<file path="config.mk">
export PLATFORM = sky130hd
export DESIGN_NAME = isa_dma_arbiter_flat
export DESIGN_NICKNAME = d
export VERILOG_FILES = /design/src/rtl/isa_dma_arbiter_if.sv /design/src/rtl/isa_dma_arbiter.sv /design/src/flat_wrapper.sv
export SDC_FILE = /design/constraint.sdc
export NUM_CORES = 1
export LEC_CHECK = 0
export CAP_MARGIN = 20
export CORE_ASPECT_RATIO = 0.7
export CORE_MARGIN = 5
export CORE_UTILIZATION = 50
export CTS_BUF_LIST = sky130_fd_sc_hd__clkbuf_16
export CTS_CLUSTER_SIZE = 25
export DETAILED_ROUTE_END_ITERATION = 16
export MAX_ROUTING_LAYER = met4
export PLACE_DENSITY = 0.9
export REMOVE_ABC_BUFFERS = 1
export SYNTH_ARGS = -nofsm -noshare
export SYNTH_HDL_FRONTEND = slang
export SYNTH_SLANG_ARGS = --single-unit
</file>
<file path="constraint.sdc">
create_clock -name clk -period 2.5 [get_ports clk]
set_input_delay 0.625 -clock clk [delete_from_list [all_inputs] [get_ports clk]]
set_output_delay 0.625 -clock clk [all_outputs]
set_load 0.005 [all_outputs]
</file>
<file path="src/rtl/isa_dma_arbiter_if.sv">
// Bus-side signal bundle of the ISA DMA arbiter: DRQ/DACK pins, PIO handshake,
// cycle-engine handshake and debug state. The arbiter uses "master", the
// surrounding logic (PIO side, cycle engine, pads) uses "slave".
interface isa_dma_arbiter_if;
  logic [3:0] drq_in;
  logic [3:0] chan_en;
  logic [3:0] chan_dir;
  logic       pio_req;
  logic       pio_done;
  logic       pio_grant;
  logic       cyc_req;
  logic       cyc_dir;
  logic [1:0] cyc_chan;
  logic       cyc_done;
  logic [3:0] dack_n;
  logic       aen;
  logic       dma_err;
  logic [3:0] state_out;

  modport master (
    input  drq_in, chan_en, chan_dir, pio_req, pio_done, cyc_done,
    output pio_grant, cyc_req, cyc_dir, cyc_chan, dack_n, aen, dma_err, state_out
  );

  modport slave (
    output drq_in, chan_en, chan_dir, pio_req, pio_done, cyc_done,
    input  pio_grant, cyc_req, cyc_dir, cyc_chan, dack_n, aen, dma_err, state_out
  );
endinterface

</file>
<file path="src/rtl/isa_dma_arbiter.sv">
// ISA bus arbiter: shares the bus between PIO cycles and four DMA channels,
// round-robin among DRQs, alternating with PIO when both are pending.
//
// state   | meaning
// --------+---------------------------------------------------------------
// IDLE    | bus free, one arbitration decision per clock
// PIO     | bus lent to the PIO side until pio_done
// SETUP   | DACK/AEN asserted, counting setup clocks before cyc_req
// XFER    | cyc_req high, waiting for cyc_done or timeout
// RECOVER | DACK/AEN released, idle clocks before re-arbitration
module isa_dma_arbiter #(
  parameter int SYNC_STAGES     = 2,
  parameter int SETUP_CYCLES    = 4,
  parameter int RECOVERY_CYCLES = 8,
  parameter int TIMEOUT_CYCLES  = 1024
) (
  input  logic                  clk,
  input  logic                  reset_n,
  isa_dma_arbiter_if.master     bus
);

  localparam int CMAX_A = (SETUP_CYCLES > RECOVERY_CYCLES) ? SETUP_CYCLES : RECOVERY_CYCLES;
  localparam int CMAX   = (CMAX_A > TIMEOUT_CYCLES) ? CMAX_A : TIMEOUT_CYCLES;
  localparam int CW     = $clog2(CMAX + 1);

  localparam logic [CW-1:0] SETUP_LOAD   = CW'(SETUP_CYCLES - 1);
  localparam logic [CW-1:0] RECOVER_LOAD = CW'(RECOVERY_CYCLES - 1);
  localparam logic [CW-1:0] TIMEOUT_LOAD = CW'(TIMEOUT_CYCLES - 1);

  typedef enum logic [2:0] {
    S_IDLE    = 3'd0,
    S_PIO     = 3'd1,
    S_SETUP   = 3'd2,
    S_XFER    = 3'd3,
    S_RECOVER = 3'd4
  } state_t;

  state_t                         state_q, state_d;
  logic [SYNC_STAGES-1:0][3:0]    sync_q;
  logic [CW-1:0]                  cnt_q, cnt_d;
  logic [1:0]                     chan_q, chan_d;
  logic                           dir_q, dir_d;
  logic [1:0]                     rr_ptr_q, rr_ptr_d;
  logic                           last_dma_q, last_dma_d;
  logic                           err_q, err_d;

  logic [3:0] drq_s;
  logic [3:0] cand;
  logic       pick_valid;
  logic [1:0] pick_ch;
  logic [1:0] idx;
  logic       own;

  assign drq_s = sync_q[SYNC_STAGES-1];
  assign cand  = drq_s & bus.chan_en;

  // DRQ synchronizer shift chain
  always_ff @(posedge clk or negedge reset_n) begin
    if (!reset_n) sync_q <= '0;
    else          sync_q <= {sync_q[SYNC_STAGES-2:0], bus.drq_in};
  end

  // Round-robin pick: first candidate strictly after the last granted channel
  always_comb begin
    pick_valid = 1'b0;
    pick_ch    = 2'd0;
    idx        = 2'd0;
    for (int i = 1; i <= 4; i++) begin
      idx = rr_ptr_q + 2'(i);
      if (!pick_valid && cand[idx]) begin
        pick_valid = 1'b1;
        pick_ch    = idx;
      end
    end
  end

  // State and datapath registers
  always_ff @(posedge clk or negedge reset_n) begin
    if (!reset_n) begin
      state_q    <= S_IDLE;
      cnt_q      <= '0;
      chan_q     <= 2'd0;
      dir_q      <= 1'b0;
      rr_ptr_q   <= 2'd3;
      last_dma_q <= 1'b0;
      err_q      <= 1'b0;
    end else begin
      state_q    <= state_d;
      cnt_q      <= cnt_d;
      chan_q     <= chan_d;
      dir_q      <= dir_d;
      rr_ptr_q   <= rr_ptr_d;
      last_dma_q <= last_dma_d;
      err_q      <= err_d;
    end
  end

  // Next-state logic; one shared down-counter serves setup, timeout and recovery
  always_comb begin
    state_d    = state_q;
    cnt_d      = cnt_q;
    chan_d     = chan_q;
    dir_d      = dir_q;
    rr_ptr_d   = rr_ptr_q;
    last_dma_d = last_dma_q;
    err_d      = 1'b0;
    case (state_q)
      S_IDLE: begin
        // PIO only yields to DMA right after its own turn
        if (bus.pio_req && (last_dma_q || cand == 4'd0)) begin
          state_d = S_PIO;
        end else if (pick_valid) begin
          chan_d   = pick_ch;
          dir_d    = bus.chan_dir[pick_ch];
          rr_ptr_d = pick_ch;
          cnt_d    = SETUP_LOAD;
          state_d  = S_SETUP;
        end
      end
      S_PIO: begin
        if (bus.pio_done) begin
          last_dma_d = 1'b0;
          state_d    = S_IDLE;
        end
      end
      S_SETUP: begin
        if (!drq_s[chan_q] || !bus.chan_en[chan_q]) begin
          err_d   = 1'b1;
          cnt_d   = RECOVER_LOAD;
          state_d = S_RECOVER;
        end else if (cnt_q == '0) begin
          cnt_d   = TIMEOUT_LOAD;
          state_d = S_XFER;
        end else begin
          cnt_d = cnt_q - CW'(1);
        end
      end
      S_XFER: begin
        if (bus.cyc_done) begin
          cnt_d   = RECOVER_LOAD;
          state_d = S_RECOVER;
        end else if (cnt_q == '0) begin
          err_d   = 1'b1;
          cnt_d   = RECOVER_LOAD;
          state_d = S_RECOVER;
        end else begin
          cnt_d = cnt_q - CW'(1);
        end
      end
      S_RECOVER: begin
        if (cnt_q == '0) begin
          last_dma_d = 1'b1;
          state_d    = S_IDLE;
        end else begin
          cnt_d = cnt_q - CW'(1);
        end
      end
      default: state_d = S_IDLE;
    endcase
  end

  // Bus outputs decoded from registered state only
  always_comb begin
    own            = (state_q == S_SETUP) || (state_q == S_XFER);
    bus.dack_n     = own ? ~(4'b0001 << chan_q) : 4'hF;
    bus.aen        = own;
    bus.cyc_req    = (state_q == S_XFER);
    bus.pio_grant  = (state_q == S_PIO);
    bus.cyc_chan   = chan_q;
    bus.cyc_dir    = dir_q;
    bus.dma_err    = err_q;
    bus.state_out  = {1'b0, state_q};
  end

endmodule

</file>
<file path="src/flat_wrapper.sv">
// flat-port wrapper written by rule: the top's interface ports become plain ports
module isa_dma_arbiter_flat 
#(
  parameter int SYNC_STAGES     = 2,
  parameter int SETUP_CYCLES    = 4,
  parameter int RECOVERY_CYCLES = 8,
  parameter int TIMEOUT_CYCLES  = 1024
)
  (clk, reset_n, bus_drq_in, bus_chan_en, bus_chan_dir, bus_pio_req, bus_pio_done, bus_cyc_done, bus_pio_grant, bus_cyc_req, bus_cyc_dir, bus_cyc_chan, bus_dack_n, bus_aen, bus_dma_err, bus_state_out);
  isa_dma_arbiter_if bus_i ();
  input  logic clk;
  input  logic reset_n;
  input wire logic [$bits(bus_i.drq_in)-1:0] bus_drq_in;
  input wire logic [$bits(bus_i.chan_en)-1:0] bus_chan_en;
  input wire logic [$bits(bus_i.chan_dir)-1:0] bus_chan_dir;
  input wire logic [$bits(bus_i.pio_req)-1:0] bus_pio_req;
  input wire logic [$bits(bus_i.pio_done)-1:0] bus_pio_done;
  input wire logic [$bits(bus_i.cyc_done)-1:0] bus_cyc_done;
  output wire logic [$bits(bus_i.pio_grant)-1:0] bus_pio_grant;
  output wire logic [$bits(bus_i.cyc_req)-1:0] bus_cyc_req;
  output wire logic [$bits(bus_i.cyc_dir)-1:0] bus_cyc_dir;
  output wire logic [$bits(bus_i.cyc_chan)-1:0] bus_cyc_chan;
  output wire logic [$bits(bus_i.dack_n)-1:0] bus_dack_n;
  output wire logic [$bits(bus_i.aen)-1:0] bus_aen;
  output wire logic [$bits(bus_i.dma_err)-1:0] bus_dma_err;
  output wire logic [$bits(bus_i.state_out)-1:0] bus_state_out;
  assign bus_i.drq_in = bus_drq_in;
  assign bus_i.chan_en = bus_chan_en;
  assign bus_i.chan_dir = bus_chan_dir;
  assign bus_i.pio_req = bus_pio_req;
  assign bus_i.pio_done = bus_pio_done;
  assign bus_i.cyc_done = bus_cyc_done;
  assign bus_pio_grant = bus_i.pio_grant;
  assign bus_cyc_req = bus_i.cyc_req;
  assign bus_cyc_dir = bus_i.cyc_dir;
  assign bus_cyc_chan = bus_i.cyc_chan;
  assign bus_dack_n = bus_i.dack_n;
  assign bus_aen = bus_i.aen;
  assign bus_dma_err = bus_i.dma_err;
  assign bus_state_out = bus_i.state_out;
  isa_dma_arbiter #(.SYNC_STAGES(SYNC_STAGES), .SETUP_CYCLES(SETUP_CYCLES), .RECOVERY_CYCLES(RECOVERY_CYCLES), .TIMEOUT_CYCLES(TIMEOUT_CYCLES)) u_core (.clk(clk), .reset_n(reset_n), .bus(bus_i));
endmodule
</file>
# Word level (Yosys, flattened, before mapping)
# Cells that the tools add are included.
# word_totals
register_bits	29
latchBits	0
ramBits	0
rom_bits	0
in_bits	17
out_inout_bits	15
wordCells	103
n_memories	0
# op_classes
addsub	4
mul	0
div_mod_pow	0
magnitude_cmp	6
eq_ne	12
n_shift	1
muxes	47
bitwise_logic	3
reduce_logical	21
# ops
cell	count
11-bit 2-to-1 mux	7
11-bit case mux with 4 select lines	1
3-bit 2-to-1 mux	8
2-bit by 3-bit less-than comparator with 1-bit output (second input constant)	6
1-bit 2-to-1 mux	16
3-bit case mux with 5 select lines	1
1-bit binary-select mux with 2-bit select	7
11-bit logical NOT	1
11-bit by 1-bit subtractor with 11-bit output (second input constant)	1
2-bit 2-to-1 mux	4
3-bit by 2-bit equality test with 1-bit output (second input constant)	2
2-bit inequality test (second input constant)	3
3-bit by 1-bit inequality test with 1-bit output (second input constant)	2
3-bit AND reduction	2
1-bit logical NOT	5
5-bit AND reduction	1
2-bit adder (second input constant)	2
4-bit AND	1
1-bit logical AND	4
4-bit logical NOT	1
4-bit 2-to-1 mux	1
2-bit by 1-bit inequality test with 1-bit output (second input constant)	2
4-bit NOT	1
1-bit case mux with 2 select lines	2
other kinds (11)	13

# Logic depth before layout (Yosys ltp)
# logic_depth
ltp_word	16
mapped_depth	9
mapped_depth_nobuf	7

# Worst setup path after synthesis
# No wires, ideal clock.
# synth_timing
path_kind	reg-to-reg
startpoint	register u_core.cnt_q[0]
endpoint	register u_core.cnt_q[2]
setup_time_ps	121
t_arrival_ps	2075
required_ps	2379
path_slack_ps	304
path_stages_with_launch	9
path_buffers	1
period_less_slack_ps	2196
path_cell_list	dfrtp_1 inv_1 ha_1 or4b_1 or3_1 buf_2 a221oi_4 a21oi_1 o22a_1
# synth_via
elab_chain_len	4
elab_cells_between_ends	10
cone_classes	add/sub: 1; eq/ne: 1; mux: 6; reduce/logical: 2
# synth_lines
element	line	text
start, declared	isa_dma_arbiter.sv:40	logic [CW-1:0] cnt_q, cnt_d;
start signal, assigned	isa_dma_arbiter.sv:89	cnt_q <= cnt_d;
11-bit by 1-bit subtractor with 11-bit output / 11-bit logical NOT (equally long branches)	-	
11-bit 2-to-1 mux (on tied branches)	isa_dma_arbiter.sv:142, isa_dma_arbiter.sv:131	
11-bit 2-to-1 mux (on tied branches)	isa_dma_arbiter.sv:139, isa_dma_arbiter.sv:127	
11-bit case mux with 4 select lines	isa_dma_arbiter.sv:107	case (state_q)
# Parallel ways exist; a longest one is shown, timed or not. The select of a mux whose other input is x is not followed.
# A chain may end at the register's enable or synchronous reset.

# Worst setup path in the final report
# layout_timing
startpoint	register u_core.cnt_q[1]
endpoint	register u_core.cnt_q[4]
# The elaborated chain is that of the path after synthesis.

==> results.json <==
{
  "viasPerCell": 6.13,
  "num_vias": 1600,
  "ant_nets": 0,
  "design_area_sq_um": 2230,
  "clk_latency_ps": 280,
  "syn_to_final_growth_pct": 36.7,
  "slew_violations": 0,
  "cpPeakStageDelay_ps": 500,
  "synth_ff_type": "dfrtp_1",
  "fill_cells": 233,
  "async_flop_share": 1.00,
  "hpwlAfterDp_um": 3030,
  "cts_tree": "built",
  "hold_ws_ps": 345,
  "max_freq_mhz": 411,
  "leakage_nw": 1.02,
  "yosys_register_bits": 29,
  "layout-drive-gt1-share": 0.166,
  "antenna_found_initial": 0,
  "synth_edf_count": 0,
  "wire_per_inst_um": 16.3,
  "timing.critical_path.from": "u_core.cnt_q[1]",
  "setup_viol": 0,
  "period_needed_ps": 2430,
  "diodes": 0,
  "reg2reg_depth": 8,
  "final_hold_viol_count": 0,
  "dieArea_sq_um": 4510,
  "row_count": 17,
  "most-common-layout-cells": "30 x clkdlybuf4s50_1, 27 x dfrtp_1, 23 x nand2_1",
  "postSynthCellCount": 175,
  "cp-start-kind": "flop",
  "period_share": 0.972,
  "syn_area_sq_um": 1630,
  "layout_commonest_cell": "clkdlybuf4s50_1",
  "hold_depth": 0,
  "vdd_drop_max_mv": 0.623,
  "outcome": "complete, no violations",
  "portBuffers": 30,
  "cts_buffers": 5,
  "powerDensity_nw_per_um2": 1120,
  "rr_startpoint": "u_core.cnt_q[1]",
  "cts-root-buf": "clkbuf_16",
  "pin_count": 32,
  "grt_pass1_vias": 1441,
  "initial_core_util": 0.517,
  "grt.total_usage": 0.206,
  "grt_max_degree": 30,
  "drt_iter0_drc": 85,
  "endpoint_kind": "flop",
  "gp_congestion": 0.867,
  "die_w_um": 78.2,
  "drc": 0,
  "post_dp_cell_area_sq_um": 2050,
  "clockBufferDepth": 2,
  "wirelength_um": 4260,
  "syn_avg_cell_area_sq_um": 9.30,
  "slowest_stage": "or4b_1",
  "path_cells": "inv_1, ha_1, or4b_1, or3_1, a221oi_4, buf_4, a21oi_1, o22ai_1",
  "path_max_fanout": 5,
  "die_h_um": 57.7,
  "yosysWarnings": 0,
  "cts.htree.levels": 2,
  "cap_violations": 0,
  "final_nets": 241,
  "required_ps": 2700,
  "ys_seq_area_frac": 0.447,
  "clk_pin_slew_ps": 50,
  "core_area_sq_um": 3150,
  "reg2reg_to": "u_core.cnt_q[4]",
  "grt_pass1_wl_um": 7000,
  "dr.pass1.iters": 4,
  "cts_num_sinks": 29,
  "fin_skew_ps": 5.65,
  "cp_data_arrival_time_ps": 2630,
  "ff2ff_setup_slack_ps": 70,
  "overflow": 0,
  "crit_end": "u_core.cnt_q[4]",
  "postCtsHoldBufs": 0,
  "hp-class": "reg2reg",
  "critical_path_class": "reg2reg",
  "ys_types": 50
}
## worst max-delay path, delay by kind of cell, from the launching register on
family / cells / cell delay, ps
AO/OA/AOI/OAI: 3 / 580
adder cells (fa/ha/maj): 1 / 140
buffers and inverters: 2 / 280
flip-flops: 1 / 390
AND/OR/NAND/NOR: 2 / 940
## cells by family (layout without fill, tap and decap cells)
group,Yosys count,count (layout),share of synthesized area
flip-flops,29,29,0.447
other,1,1,0.00230
adder cells (fa/ha/maj),2,2,0.0154
multiplexers,3,3,0.0269
buffers and inverters,13,61,0.0331
AO/OA/AOI/OAI,60,60,0.271
AND/OR/NAND/NOR,67,67,0.204
## sequential cells by signal, indices dropped and copies added, names as in the netlist
| name | count |
|---|---|
| u_core.bus.dma_err | 1 |
| u_core.drq_s | 4 |
| u_core.last_dma_q | 1 |
| u_core.state_q | 3 |
| u_core.bus.cyc_dir | 1 |
| u_core.sync_q | 4 |
| u_core.bus.cyc_chan | 2 |
| u_core.cnt_q | 11 |
| u_core.rr_ptr_q | 2 |
## report_power, final
part / internal [mW] / leakage, nW / switching [mW] / total [mW]
Sequential: 0.599 / 0.357 / 0.168 / 0.766
Combinational: 0.587 / 0.592 / 0.576 / 1.16
Clock: 0.363 / 0.0696 / 0.197 / 0.559
## cell type report
cell class              instances  area [sq um]  area share
multi-input cells             133           866       0.389
well taps                      38          47.5      0.0214
inverters                       9          36.3      0.0163
repair buffers                 44           405       0.182
flip-flops and latches         29           728       0.327
clock buffers                   5           125      0.0562
clock inverters                 3          17.5     0.00787
## through the flow
step                      total power [mW]  utilization  setup WS, ps  cells  setup TNS, ps
final                                 2.49        0.707          68.8    261              0
after floorplan                       1.38            -           194    171              0
after CTS                             2.42        0.696          54.7    259              0
after global placement                1.79        0.650         -22.7    251          -22.7
after detailed placement              1.84        0.650          -111    251           -199
after global routing                  2.66        0.707         -41.4    261           -101
## how the worst min path moves through the flow
stage                     startpoint                      to  slack, ps
floorplan                    reset_n  u_core.bus.cyc_chan[0]        330
global placement    u_core.sync_q[0]         u_core.drq_s[0]        330
detailed placement  u_core.sync_q[3]         u_core.drq_s[3]        330
CTS                 u_core.sync_q[3]         u_core.drq_s[3]        350
global route        u_core.sync_q[3]         u_core.drq_s[3]        350
finish              u_core.sync_q[3]         u_core.drq_s[3]        350
## cell usage after synthesis, drive strengths merged (3+ instances only)
library cell | count | share of area
a21oi | 8 | 0.025
a22o | 7 | 0.038
a31oi | 7 | 0.027
and3 | 3 | 0.012
dfrtp | 27 | 0.42
inv | 8 | 0.018
nand2 | 23 | 0.053
nand2b | 4 | 0.015
nor2 | 15 | 0.035
nor3 | 4 | 0.012
o211ai | 4 | 0.018
o21ai | 10 | 0.031
o22a | 3 | 0.016
o22ai | 4 | 0.019
o31ai | 3 | 0.014
or2 | 3 | 0.012
or3 | 4 | 0.015
## metal layers
layer / vias to the layer above / part of all wire / wire (um) / global-route usage
met5: - / 0 / 0 / -
met4: 0 / 0.022 / 92 / 0.0823
met3: 13 / 0.085 / 364 / 0.0450
met2: 79 / 0.46 / 1950 / 0.310
met1: 758 / 0.43 / 1850 / 0.273
li1: 750 / - / - / -
## repair_timing
action	in CTS	in global routing
gates resized for setup	1	6
pin swaps	0	1
setup buffers	0	2
endpoints found under the setup margin	3	7
Power figures use the tool's default switching activity.
